$ cat config.mk
export PLATFORM = sky130hd
export DESIGN_NAME = rf_add_sequencer_flat
export DESIGN_NICKNAME = d
export VERILOG_FILES = /design/src/rtl/rf_add_sequencer_pkg.sv /design/src/rtl/rf_add_sequencer_if.sv /design/src/rtl/rf_add_sequencer_wport_arbiter.sv /design/src/rtl/rf_add_sequencer.sv /design/src/flat_wrapper.sv
export SDC_FILE = /design/constraint.sdc
export NUM_CORES = 1
export LEC_CHECK = 0
export CELL_PAD_IN_SITES_DETAIL_PLACEMENT = 1
export CELL_PAD_IN_SITES_GLOBAL_PLACEMENT = 1
export CORE_ASPECT_RATIO = 1.75
export CORE_MARGIN = 8
export CORE_UTILIZATION = 27
export CTS_CLUSTER_SIZE = 40
export DETAILED_ROUTE_END_ITERATION = 8
export PLACE_DENSITY_LB_ADDON = 0.1
export SLEW_MARGIN = 20
export SYNTH_ARGS = -nofsm -noshare
export SYNTH_HDL_FRONTEND = slang
export SYNTH_SLANG_ARGS = --single-unit
$ cat constraint.sdc
create_clock -name clk -period 1.4 [get_ports clk]
set_input_delay 0.28 -clock clk [delete_from_list [all_inputs] [get_ports clk]]
set_output_delay 0.28 -clock clk [all_outputs]
set_load 0.005 [all_outputs]
$ cat src/rtl/rf_add_sequencer_pkg.sv
// Shared types for the register-file add sequencer: FSM state encoding,
// write-port requester IDs and default datapath widths.
package rf_add_sequencer_pkg;

  localparam int unsigned ADDR_W_DEF = 5;
  localparam int unsigned DATA_W_DEF = 32;

  // Encoding is visible on state_dbg, so the values are fixed.
  typedef enum logic [2:0] {
    S_IDLE = 3'd0,
    S_READ = 3'd1,
    S_EXEC = 3'd2,
    S_WB   = 3'd3,
    S_DONE = 3'd4
  } state_t;

  typedef enum logic {
    REQ_HOST = 1'b0,
    REQ_SEQ  = 1'b1
  } req_id_t;

endpackage

$ cat src/rtl/rf_add_sequencer_if.sv
// Command/completion bundle of the add sequencer.
//   cmd_*  : add command offer (valid/ready) with rs, rt, rd, carry in
//   done_* : completion pulse plus held result and carry out
// master = command issuer, slave = sequencer.
interface rf_add_sequencer_if
  import rf_add_sequencer_pkg::*;
#(
  parameter int unsigned ADDR_W = ADDR_W_DEF,
  parameter int unsigned DATA_W = DATA_W_DEF
);
  logic              cmd_valid;
  logic              cmd_ready;
  logic [ADDR_W-1:0] cmd_rs;
  logic [ADDR_W-1:0] cmd_rt;
  logic [ADDR_W-1:0] cmd_rd;
  logic              cmd_cin;
  logic              done_valid;
  logic [DATA_W-1:0] done_result;
  logic              done_cout;

  modport master (
    output cmd_valid, cmd_rs, cmd_rt, cmd_rd, cmd_cin,
    input  cmd_ready, done_valid, done_result, done_cout
  );

  modport slave (
    input  cmd_valid, cmd_rs, cmd_rt, cmd_rd, cmd_cin,
    output cmd_ready, done_valid, done_result, done_cout
  );
endinterface

$ cat src/rtl/rf_add_sequencer_wport_arbiter.sv
// 2-way arbiter for the single register-file write port.
//   host_* : host writer request/address/data, host_gnt = write this cycle
//   seq_*  : sequencer writeback request/address/data, seq_gnt
//   wen/waddr/wdata : regfile write port (zero when nobody is granted)
// HOST_PRIO=1: host always wins; 0: round-robin on last_grant.
module rf_wport_arbiter
  import rf_add_sequencer_pkg::*;
#(
  parameter int unsigned ADDR_W    = ADDR_W_DEF,
  parameter int unsigned DATA_W    = DATA_W_DEF,
  parameter int unsigned HOST_PRIO = 0
) (
  input  logic              clk,
  input  logic              resetn,
  input  logic              host_req,
  input  logic [ADDR_W-1:0] host_addr,
  input  logic [DATA_W-1:0] host_data,
  input  logic              seq_req,
  input  logic [ADDR_W-1:0] seq_addr,
  input  logic [DATA_W-1:0] seq_data,
  output logic              host_gnt,
  output logic              seq_gnt,
  output logic              wen,
  output logic [ADDR_W-1:0] waddr,
  output logic [DATA_W-1:0] wdata
);

  req_id_t last_grant_q, last_grant_d;

  always_comb begin
    host_gnt     = 1'b0;
    seq_gnt      = 1'b0;
    wen          = 1'b0;
    waddr        = '0;
    wdata        = '0;
    last_grant_d = last_grant_q;

    if (host_req && seq_req) begin
      if (HOST_PRIO != 0 || last_grant_q == REQ_SEQ) host_gnt = 1'b1;
      else                                           seq_gnt  = 1'b1;
    end else begin
      host_gnt = host_req;
      seq_gnt  = seq_req;
    end

    if (host_gnt) begin
      wen          = 1'b1;
      waddr        = host_addr;
      wdata        = host_data;
      last_grant_d = REQ_HOST;
    end else if (seq_gnt) begin
      wen          = 1'b1;
      waddr        = seq_addr;
      wdata        = seq_data;
      last_grant_d = REQ_SEQ;
    end
  end

  always_ff @(posedge clk) begin
    if (!resetn) last_grant_q <= REQ_HOST;
    else         last_grant_q <= last_grant_d;
  end

endmodule

$ cat src/rtl/rf_add_sequencer.sv
// Sequences rd <= rs + rt + cin over the 2R/1W regfile and external adder,
// sharing the regfile write port with the host writer.
//   cmd_if        : command offer and completion (rf_add_sequencer_if.slave)
//   rf_raddr*/rf_rdata* : regfile read ports (combinational read)
//   adder_*       : external 32-bit adder operands/result
//   host_w*       : host write request, held until host_wgnt
//   rf_w*         : arbitrated regfile write port
//   busy/state_dbg: status for the display top level
module rf_add_sequencer
  import rf_add_sequencer_pkg::*;
#(
  parameter int unsigned ADDR_W    = ADDR_W_DEF,
  parameter int unsigned DATA_W    = DATA_W_DEF,
  parameter int unsigned HOST_PRIO = 0
) (
  input  logic              clk,
  input  logic              resetn,
  rf_add_sequencer_if.slave cmd_if,
  output logic [ADDR_W-1:0] rf_raddr1,
  output logic [ADDR_W-1:0] rf_raddr2,
  input  logic [DATA_W-1:0] rf_rdata1,
  input  logic [DATA_W-1:0] rf_rdata2,
  output logic [DATA_W-1:0] adder_operand1,
  output logic [DATA_W-1:0] adder_operand2,
  output logic              adder_cin,
  input  logic [DATA_W-1:0] adder_result,
  input  logic              adder_cout,
  input  logic              host_wreq,
  input  logic [ADDR_W-1:0] host_waddr,
  input  logic [DATA_W-1:0] host_wdata,
  output logic              host_wgnt,
  output logic              rf_wen,
  output logic [ADDR_W-1:0] rf_waddr,
  output logic [DATA_W-1:0] rf_wdata,
  output logic              busy,
  output logic [2:0]        state_dbg
);

  state_t            state_q, state_d;
  logic [ADDR_W-1:0] rs_q, rs_d, rt_q, rt_d, rd_q, rd_d;
  logic              cin_q, cin_d;
  logic [DATA_W-1:0] op1_q, op1_d, op2_q, op2_d, sum_q, sum_d;
  logic              cout_q, cout_d;
  logic              seq_req, seq_gnt;

  always_comb begin
    state_d           = state_q;
    rs_d              = rs_q;
    rt_d              = rt_q;
    rd_d              = rd_q;
    cin_d             = cin_q;
    op1_d             = op1_q;
    op2_d             = op2_q;
    sum_d             = sum_q;
    cout_d            = cout_q;
    seq_req           = 1'b0;
    cmd_if.cmd_ready  = 1'b0;
    cmd_if.done_valid = 1'b0;

    unique case (state_q)
      S_IDLE: begin
        cmd_if.cmd_ready = 1'b1;
        if (cmd_if.cmd_valid) begin
          rs_d    = cmd_if.cmd_rs;
          rt_d    = cmd_if.cmd_rt;
          rd_d    = cmd_if.cmd_rd;
          cin_d   = cmd_if.cmd_cin;
          state_d = S_READ;
        end
      end
      S_READ: begin
        op1_d   = rf_rdata1;
        op2_d   = rf_rdata2;
        state_d = S_EXEC;
      end
      S_EXEC: begin
        sum_d   = adder_result;
        cout_d  = adder_cout;
        state_d = S_WB;
      end
      S_WB: begin
        seq_req = 1'b1;
        if (seq_gnt) state_d = S_DONE;
      end
      S_DONE: begin
        cmd_if.done_valid = 1'b1;
        state_d           = S_IDLE;
      end
      default: state_d = S_IDLE;
    endcase
  end

  always_ff @(posedge clk) begin
    if (!resetn) begin
      state_q <= S_IDLE;
      rs_q    <= '0;
      rt_q    <= '0;
      rd_q    <= '0;
      cin_q   <= 1'b0;
      op1_q   <= '0;
      op2_q   <= '0;
      sum_q   <= '0;
      cout_q  <= 1'b0;
    end else begin
      state_q <= state_d;
      rs_q    <= rs_d;
      rt_q    <= rt_d;
      rd_q    <= rd_d;
      cin_q   <= cin_d;
      op1_q   <= op1_d;
      op2_q   <= op2_d;
      sum_q   <= sum_d;
      cout_q  <= cout_d;
    end
  end

  // Read addresses and adder operands come straight from the latched
  // registers in every state, so they stay stable outside READ/EXEC.
  assign rf_raddr1          = rs_q;
  assign rf_raddr2          = rt_q;
  assign adder_operand1     = op1_q;
  assign adder_operand2     = op2_q;
  assign adder_cin          = cin_q;
  assign cmd_if.done_result = sum_q;
  assign cmd_if.done_cout   = cout_q;
  assign busy               = (state_q != S_IDLE);
  assign state_dbg          = state_q;

  rf_wport_arbiter #(
    .ADDR_W    (ADDR_W),
    .DATA_W    (DATA_W),
    .HOST_PRIO (HOST_PRIO)
  ) u_arb (
    .clk       (clk),
    .resetn    (resetn),
    .host_req  (host_wreq),
    .host_addr (host_waddr),
    .host_data (host_wdata),
    .seq_req   (seq_req),
    .seq_addr  (rd_q),
    .seq_data  (sum_q),
    .host_gnt  (host_wgnt),
    .seq_gnt   (seq_gnt),
    .wen       (rf_wen),
    .waddr     (rf_waddr),
    .wdata     (rf_wdata)
  );

endmodule

$ cat src/flat_wrapper.sv
// flat-port wrapper written by rule: the top's interface ports become plain ports
module rf_add_sequencer_flat import rf_add_sequencer_pkg::*;
#(
  parameter int unsigned ADDR_W    = ADDR_W_DEF,
  parameter int unsigned DATA_W    = DATA_W_DEF,
  parameter int unsigned HOST_PRIO = 0
)
  (clk, resetn, rf_raddr1, rf_raddr2, rf_rdata1, rf_rdata2, adder_operand1, adder_operand2, adder_cin, adder_result, adder_cout, host_wreq, host_waddr, host_wdata, host_wgnt, rf_wen, rf_waddr, rf_wdata, busy, state_dbg, cmd_if_cmd_valid, cmd_if_cmd_rs, cmd_if_cmd_rt, cmd_if_cmd_rd, cmd_if_cmd_cin, cmd_if_cmd_ready, cmd_if_done_valid, cmd_if_done_result, cmd_if_done_cout);
  rf_add_sequencer_if #(.ADDR_W(ADDR_W), .DATA_W(DATA_W)) cmd_if_i ();
  input  logic clk;
  input  logic resetn;
  output logic [ADDR_W-1:0] rf_raddr1;
  output logic [ADDR_W-1:0] rf_raddr2;
  input  logic [DATA_W-1:0] rf_rdata1;
  input  logic [DATA_W-1:0] rf_rdata2;
  output logic [DATA_W-1:0] adder_operand1;
  output logic [DATA_W-1:0] adder_operand2;
  output logic adder_cin;
  input  logic [DATA_W-1:0] adder_result;
  input  logic adder_cout;
  input  logic host_wreq;
  input  logic [ADDR_W-1:0] host_waddr;
  input  logic [DATA_W-1:0] host_wdata;
  output logic host_wgnt;
  output logic rf_wen;
  output logic [ADDR_W-1:0] rf_waddr;
  output logic [DATA_W-1:0] rf_wdata;
  output logic busy;
  output logic [2:0] state_dbg;
  input wire logic [$bits(cmd_if_i.cmd_valid)-1:0] cmd_if_cmd_valid;
  input wire logic [$bits(cmd_if_i.cmd_rs)-1:0] cmd_if_cmd_rs;
  input wire logic [$bits(cmd_if_i.cmd_rt)-1:0] cmd_if_cmd_rt;
  input wire logic [$bits(cmd_if_i.cmd_rd)-1:0] cmd_if_cmd_rd;
  input wire logic [$bits(cmd_if_i.cmd_cin)-1:0] cmd_if_cmd_cin;
  output wire logic [$bits(cmd_if_i.cmd_ready)-1:0] cmd_if_cmd_ready;
  output wire logic [$bits(cmd_if_i.done_valid)-1:0] cmd_if_done_valid;
  output wire logic [$bits(cmd_if_i.done_result)-1:0] cmd_if_done_result;
  output wire logic [$bits(cmd_if_i.done_cout)-1:0] cmd_if_done_cout;
  assign cmd_if_i.cmd_valid = cmd_if_cmd_valid;
  assign cmd_if_i.cmd_rs = cmd_if_cmd_rs;
  assign cmd_if_i.cmd_rt = cmd_if_cmd_rt;
  assign cmd_if_i.cmd_rd = cmd_if_cmd_rd;
  assign cmd_if_i.cmd_cin = cmd_if_cmd_cin;
  assign cmd_if_cmd_ready = cmd_if_i.cmd_ready;
  assign cmd_if_done_valid = cmd_if_i.done_valid;
  assign cmd_if_done_result = cmd_if_i.done_result;
  assign cmd_if_done_cout = cmd_if_i.done_cout;
  rf_add_sequencer #(.ADDR_W(ADDR_W), .DATA_W(DATA_W), .HOST_PRIO(HOST_PRIO)) u_core (.clk(clk), .resetn(resetn), .cmd_if(cmd_if_i), .rf_raddr1(rf_raddr1), .rf_raddr2(rf_raddr2), .rf_rdata1(rf_rdata1), .rf_rdata2(rf_rdata2), .adder_operand1(adder_operand1), .adder_operand2(adder_operand2), .adder_cin(adder_cin), .adder_result(adder_result), .adder_cout(adder_cout), .host_wreq(host_wreq), .host_waddr(host_waddr), .host_wdata(host_wdata), .host_wgnt(host_wgnt), .rf_wen(rf_wen), .rf_waddr(rf_waddr), .rf_wdata(rf_wdata), .busy(busy), .state_dbg(state_dbg));
endmodule
Word-level counts from Yosys, hierarchy flattened
Cells that the tools add are included.
{"block": "totals", "reg_bits": 117, "out_inout_bits": 153}
{"block": "op_classes", "n_eq_ne": 6, "n_mux": 16, "bitwise": 1, "n_reduce_logical": 6}
{"cell": "two-way mux 32 bit", "n": 2}
{"cell": "one-hot mux 3 bit (4 select lines)", "n": 1}
{"cell": "two-way mux 5 bit", "n": 2}
{"cell": "two-way mux 1 bit", "n": 9}
{"cell": "equality test 3 x 2 -> 1 bit (second input constant)", "n": 2}
{"cell": "two-way mux 3 bit", "n": 2}
{"cell": "AND reduction 2 bit", "n": 2}
{"cell": "equality test 3 x 1 -> 1 bit (second input constant)", "n": 1}
{"cell": "equality test 3 bit (second input constant)", "n": 1}
{"cell": "zero test 3 bit", "n": 1}
{"cell": "nonzero test 3 bit", "n": 1}
{"cell": "!= test 2 x 1 -> 1 bit (second input constant)", "n": 1}
{"cell": "!= test 2 bit (second input constant)", "n": 1}
{"cell": "OR reduction 2 bit", "n": 1}
{"cell": "logical AND 1 bit", "n": 1}
{"cell": "NOT 1 bit", "n": 1}

Longest topological paths before layout
{"block": "depth", "depth_word": 6, "mapped_depth": 5, "depth_no_buf": 2}

Cells and area by module
A second synthesis with hierarchy kept.
{"block": "unflattened", "hier_cells": 564, "hier_area_um2": 5266.3}
{"mod": "rf_add_sequencer", "instances": 1, "cells_each": 508, "area_each_um2": 4718.3, "seq_area_each_um2": 2322.2}
{"mod": "rf_wport_arbiter", "instances": 1, "cells_each": 56, "area_each_um2": 548.0, "seq_area_each_um2": 20.0}

Worst setup path before layout
Ideal clock, no wire load.
{"block": "synth_timing", "path_kind": "reg2out", "start": "register u_core.state_q[1] (netlist: u_core.state_dbg[1])", "end": "output rf_waddr[0]", "arrival_ns": 1.135, "t_required_ns": 1.120, "path_slack_ns": -0.015, "path_stages_with_launch": 6, "path_buffers": 3, "path_cell_list": "dfxtp_1 -> buf_4 -> nand3b_4 -> buf_2 -> buf_6 -> o32ai_2"}
{"block": "synth_between", "elab_chain_len": 6, "word_cells_on_any_way": 7, "cone_classes": "eq/ne: 1; mux: 5; reduce/logical: 1"}
{"element": "start: declaration", "line_no": "rf_add_sequencer.sv:39", "text": "state_t state_q, state_d;"}
{"element": "start signal: assignment", "line_no": "rf_add_sequencer.sv:105", "text": "state_q <= state_d;"}
{"element": "equality test 3 x 2 -> 1 bit *", "line_no": "rf_add_sequencer.sv:60", "text": "unique case (state_q)"}
{"element": "two-way mux 1 bit *", "line_no": "rf_add_sequencer.sv:60"}
{"element": "logical AND 1 bit", "line_no": "rf_add_sequencer_wport_arbiter.sv:38", "text": "if (host_req && seq_req) begin"}
{"element": "two-way mux 1 bit", "line_no": "rf_add_sequencer_wport_arbiter.sv:38"}
{"element": "two-way mux 5 bit", "line_no": "rf_add_sequencer_wport_arbiter.sv:51", "text": "end else if (seq_gnt) begin"}
{"element": "two-way mux 5 bit *", "line_no": "rf_add_sequencer_wport_arbiter.sv:46", "text": "if (host_gnt) begin"}
{"element": "end: declaration", "line_no": "flat_wrapper.sv:26", "text": "output logic [ADDR_W-1:0] rf_waddr;"}
Every way passes the cells marked *; elsewhere a longest branch is shown, timed or not.

Worst setup path after layout
{"block": "layout_timing", "start": "register u_core.state_q[1] (netlist: u_core.state_dbg[1])", "end": "output rf_wdata[5]"}
{"block": "layout_between", "elab_chain_len": 6, "word_cells_on_any_way": 7, "cone_classes": "eq/ne: 1; mux: 5; reduce/logical: 1"}
{"element": "equality test 3 x 2 -> 1 bit *", "line_no": "rf_add_sequencer.sv:60"}
{"element": "two-way mux 1 bit *", "line_no": "rf_add_sequencer.sv:60"}
{"element": "logical AND 1 bit", "line_no": "rf_add_sequencer_wport_arbiter.sv:38"}
{"element": "two-way mux 1 bit", "line_no": "rf_add_sequencer_wport_arbiter.sv:38"}
{"element": "two-way mux 32 bit", "line_no": "rf_add_sequencer_wport_arbiter.sv:51"}
{"element": "two-way mux 32 bit *", "line_no": "rf_add_sequencer_wport_arbiter.sv:46"}
{"element": "end: declaration", "line_no": "flat_wrapper.sv:27", "text": "output logic [DATA_W-1:0] rf_wdata;"}
Marked as above.

==> metrics.md <==
| Metric | Value |
|---|---|
| Status | complete, but fails checks |
| Failing checks | negative setup slack |
| Vias per cell | 4.66 |
| Die X | 125 um |
| R2r startpoint | u_core.state_dbg[0] |
| Crit-path slowest cell | dfxtp_4 |
| Pre-CTS worst setup slack | -0.537 ns |
| Final ANT Viol Nets | 0 |
| FP Rows | 70 |
| Clock slew at reported path FFs | 0.05 ns |
| Clk buf depth | 2 |
| CTS tree | yes |
| Global route overflow | 0 |
| Synth cell types | 26 |
| First DRT Iteration DRCs | 120 |
| Routed vias | 5,954 |
| CP endpoint | rf_wdata[5] |
| Main flop type after synthesis | dfxtp_1 |
| Worst setup startpoint | u_core.state_dbg[1] |
| Final worst path period share | 1.34 |
| Post-Synthesis Cells | 646 |
| Pwr/cell area | 1030 nW/um^2 |
| Minimum clock period | 1.88 ns |
| Cts bufs inserted | 17 |
| Initial DRT Pass Iterations | 4 |
| Switching part of the total | 0.250 |
| Register area share after synthesis | 0.418 |
| RD Place Congestion | 0.734 |
| R2R depth | 8 |
| Comb power frac | 0.220 |
| Total wire length | 24,700 um |
| Synth Net Count | 800 |
| Crit path capture type | primary output |
| Final core occ | 0.507 |
| RR Endpoint | u_core.cmd_if.done_result[27] |
| Skew-Pair Late Insertion Delay | 0.41 ns |
| Drt wl/cell | 19.3 um |
| Placed Area | 9290 um^2 |
| Remaining DRCs | 0 |
| Number of synthesized register bits | 117 |
| RSZ-0062 raised after global routing | yes |
| Post-synth EDFFs | 0 |
| Number of max-cap violations | 0 |
| Slew @ Worst Pin | 0.277 ns |
| Sequential group share of total power | 0.341 |
| Peak VDD IR | 581 uV |
| Total negative slack | -36.80 ns |
| Clk sinks | 117 |
| Post-route cell area | 10,500 um^2 |
| Layout Nets | 1,166 |
| Yosys synthesis warning count | 0 |
| Crit Path Class | reg2out |
| FF-to-FF setup slack | -0.27 ns |
| Port buffer count | 306 |
| Total track usage | 0.183 |
| Net switching power | 2.70 mW |
| Die height | 207 um |
| # placed instances | 1,215 |
| Max Slew Vio Count | 0 |
| Setup violations, final | 157 |
| P&R area growth vs syn | 86.9% |
| Layout fillers | 2,390 |
| Core Region | 20,700 um^2 |
| LEAKAGE | 4.55 nW |
| Initial antenna violation count | 2 |
| Syn_area_per_cell | 8.67 um^2 |
| Largest net degree at the start of global routing | 52 |
| Startpoint types | flip-flop |
| FFs w/ async S/R, synth | 0 |
| Data required, critical path | 1.12 ns |
| F_max | 533 MHz |
| Starting density of the core | 0.271 |
| Worst hold path type | in2reg |
| Final Hold Viols | 0 |
| Clock power share | 0.439 |
| Total chip power | 10.8 mW |
| Worst EP arrival | 1.60 ns |
| Post-Layout Cell Count | 1,279 |
| Skew final | 0.00896 ns |
| Slowest stage delay, CP | 0.35 ns |
| Rel. slew slack | 0.815 |
| DIE AREA | 25,800 um^2 |
| Hpwl dp | 17,800 um |
| Mapped Area | 5600 um^2 |
| Internal | 8.09 mW |
| CTS H-Tree Depth | 4 |
| CTS Hold Bufs | 0 |
| Final setup margin | -0.478 ns |
| Worst Path Max Fanout | 10 |
| Vias in the first global route | 6,690 |
| Hold slack | 0.211 ns |
| Root buffer cell | clkbuf_16 |
| Hold Path Depth | 2 |
| Share of cells above drive strength 1 | 0.243 |
| Ports | 307 |
| CP cell instances | and4bb_2 > buf_6 > buf_12 > o32ai_1 > buf_2 |
| First-pass GRT wire length | 36,500 um |
layer usage:
layer / wire length, um / track usage
met4: 928 / 0.0979
met1: 8740 / 0.174
met3: 1770 / 0.0646
met2: 13300 / 0.339
met5: 13 / 0
sequential cells by signal (all words and copies together) (netlist names):
name / flops
u_core.cmd_if.done_result: 32
u_core.state_dbg: 3
u_core.rf_raddr1: 5
u_core.adder_operand2: 32
u_core.adder_cin: 1
u_core.rf_raddr2: 5
u_core.u_arb.last_grant_q: 1
u_core.rd_q: 5
u_core.cmd_if.done_cout: 1
u_core.adder_operand1: 32
power groups by stage:
stage	Clock (mW)	Sequential (mW)	Combinational, mW
after global routing	5.00	3.70	2.56
after floorplan	0	3.76	0.853
after global placement	0	3.73	2.19
final	4.73	3.68	2.38
after detailed placement	0	3.75	2.24
after CTS	4.86	3.68	2.38
layout make-up:
type	count	area, um^2	share of cell area
diodes	2	5.00	0.000478
multi-input cells	434	2960	0.282
inverters	38	143	0.0136
clock buffers	20	467	0.0446
flip-flops and latches	117	2370	0.226
clock inverters	12	176	0.0168
well taps	252	315	0.0301
repair buffers	404	4040	0.386
synthesized netlist by cell type (all sizes together) (2+ instances only):
| cell type | number | area, um^2 |
|---|---|---|
| and2 | 3 | 18.8 |
| buf | 37 | 357 |
| clkbuf | 20 | 75.1 |
| dfxtp | 117 | 2340 |
| inv | 38 | 143 |
| mux2i | 113 | 1130 |
| nand2 | 264 | 991 |
| nand2b | 2 | 12.5 |
| nor2b | 2 | 12.5 |
| nor3b | 3 | 32.5 |
| o32ai | 37 | 399 |
critical path, delay by kind of cell, from the launching register on:
kind            cells  cell delay [ns]
compound gates      1             0.12
buf+inv             3             0.46
simple gates        1             0.26
flops               1             0.35
worst min path at each step:
| stage | start | endpoint |
|---|---|---|
| after floorplan | cmd_if_cmd_rd[0] | u_core.rd_q[0] |
| after global placement | u_core.adder_operand2[29] | u_core.adder_operand2[29] |
| after detailed placement | u_core.rd_q[4] | u_core.rd_q[4] |
| final | resetn | u_core.u_arb.last_grant_q |
| after global routing | resetn | u_core.u_arb.last_grant_q |
| after CTS | resetn | u_core.u_arb.last_grant_q |
logic make-up after synthesis:
kind of cell	Yosys count	share of synthesized area
flip-flops	117	0.418
multiplexers	113	0.202
AND/OR/NAND/NOR	280	0.201
buffers and inverters	95	0.103
AO/OA/AOI/OAI	41	0.0762
cell usage in the layout, fill, tap and decap left out, types with 2 or more instances in the layout:
| master | netlist | routed |
|---|---|---|
| nand2_1 | 264 | 264 |
| dfxtp_2 | 0 | 14 |
| clkdlybuf4s15_2 | 0 | 4 |
| nor3b_4 | 0 | 2 |
| buf_6 | 9 | 25 |
| o32ai_2 | 10 | 34 |
| buf_8 | 0 | 7 |
| mux2i_2 | 0 | 3 |
| buf_4 | 4 | 43 |
| buf_16 | 0 | 6 |
| dfxtp_4 | 0 | 2 |
| clkinv_2 | 0 | 2 |
| dfxtp_1 | 117 | 101 |
| and2_4 | 0 | 2 |
| dlygate4sd2_1 | 0 | 77 |
| clkdlybuf4s15_1 | 0 | 24 |
| clkinvlp_4 | 0 | 5 |
| o32ai_1 | 27 | 2 |
| clkdlybuf4s50_1 | 0 | 151 |
| clkbuf_2 | 0 | 6 |
| bufinv_16 | 0 | 4 |
| clkbuf_8 | 0 | 3 |
| diode_2 | 0 | 2 |
| inv_1 | 38 | 38 |
| mux2i_1 | 113 | 110 |
| buf_12 | 7 | 20 |
| buf_2 | 17 | 38 |
| clkbuf_16 | 0 | 20 |
what timing repair did:
action	CTS	global route
cloned	10	4
pin swaps	3	4
resized for setup	373	53
endpoints found under the setup margin	258	166
buffers inserted	18	5
No activity file was read; power rests on OpenSTA's default activity.
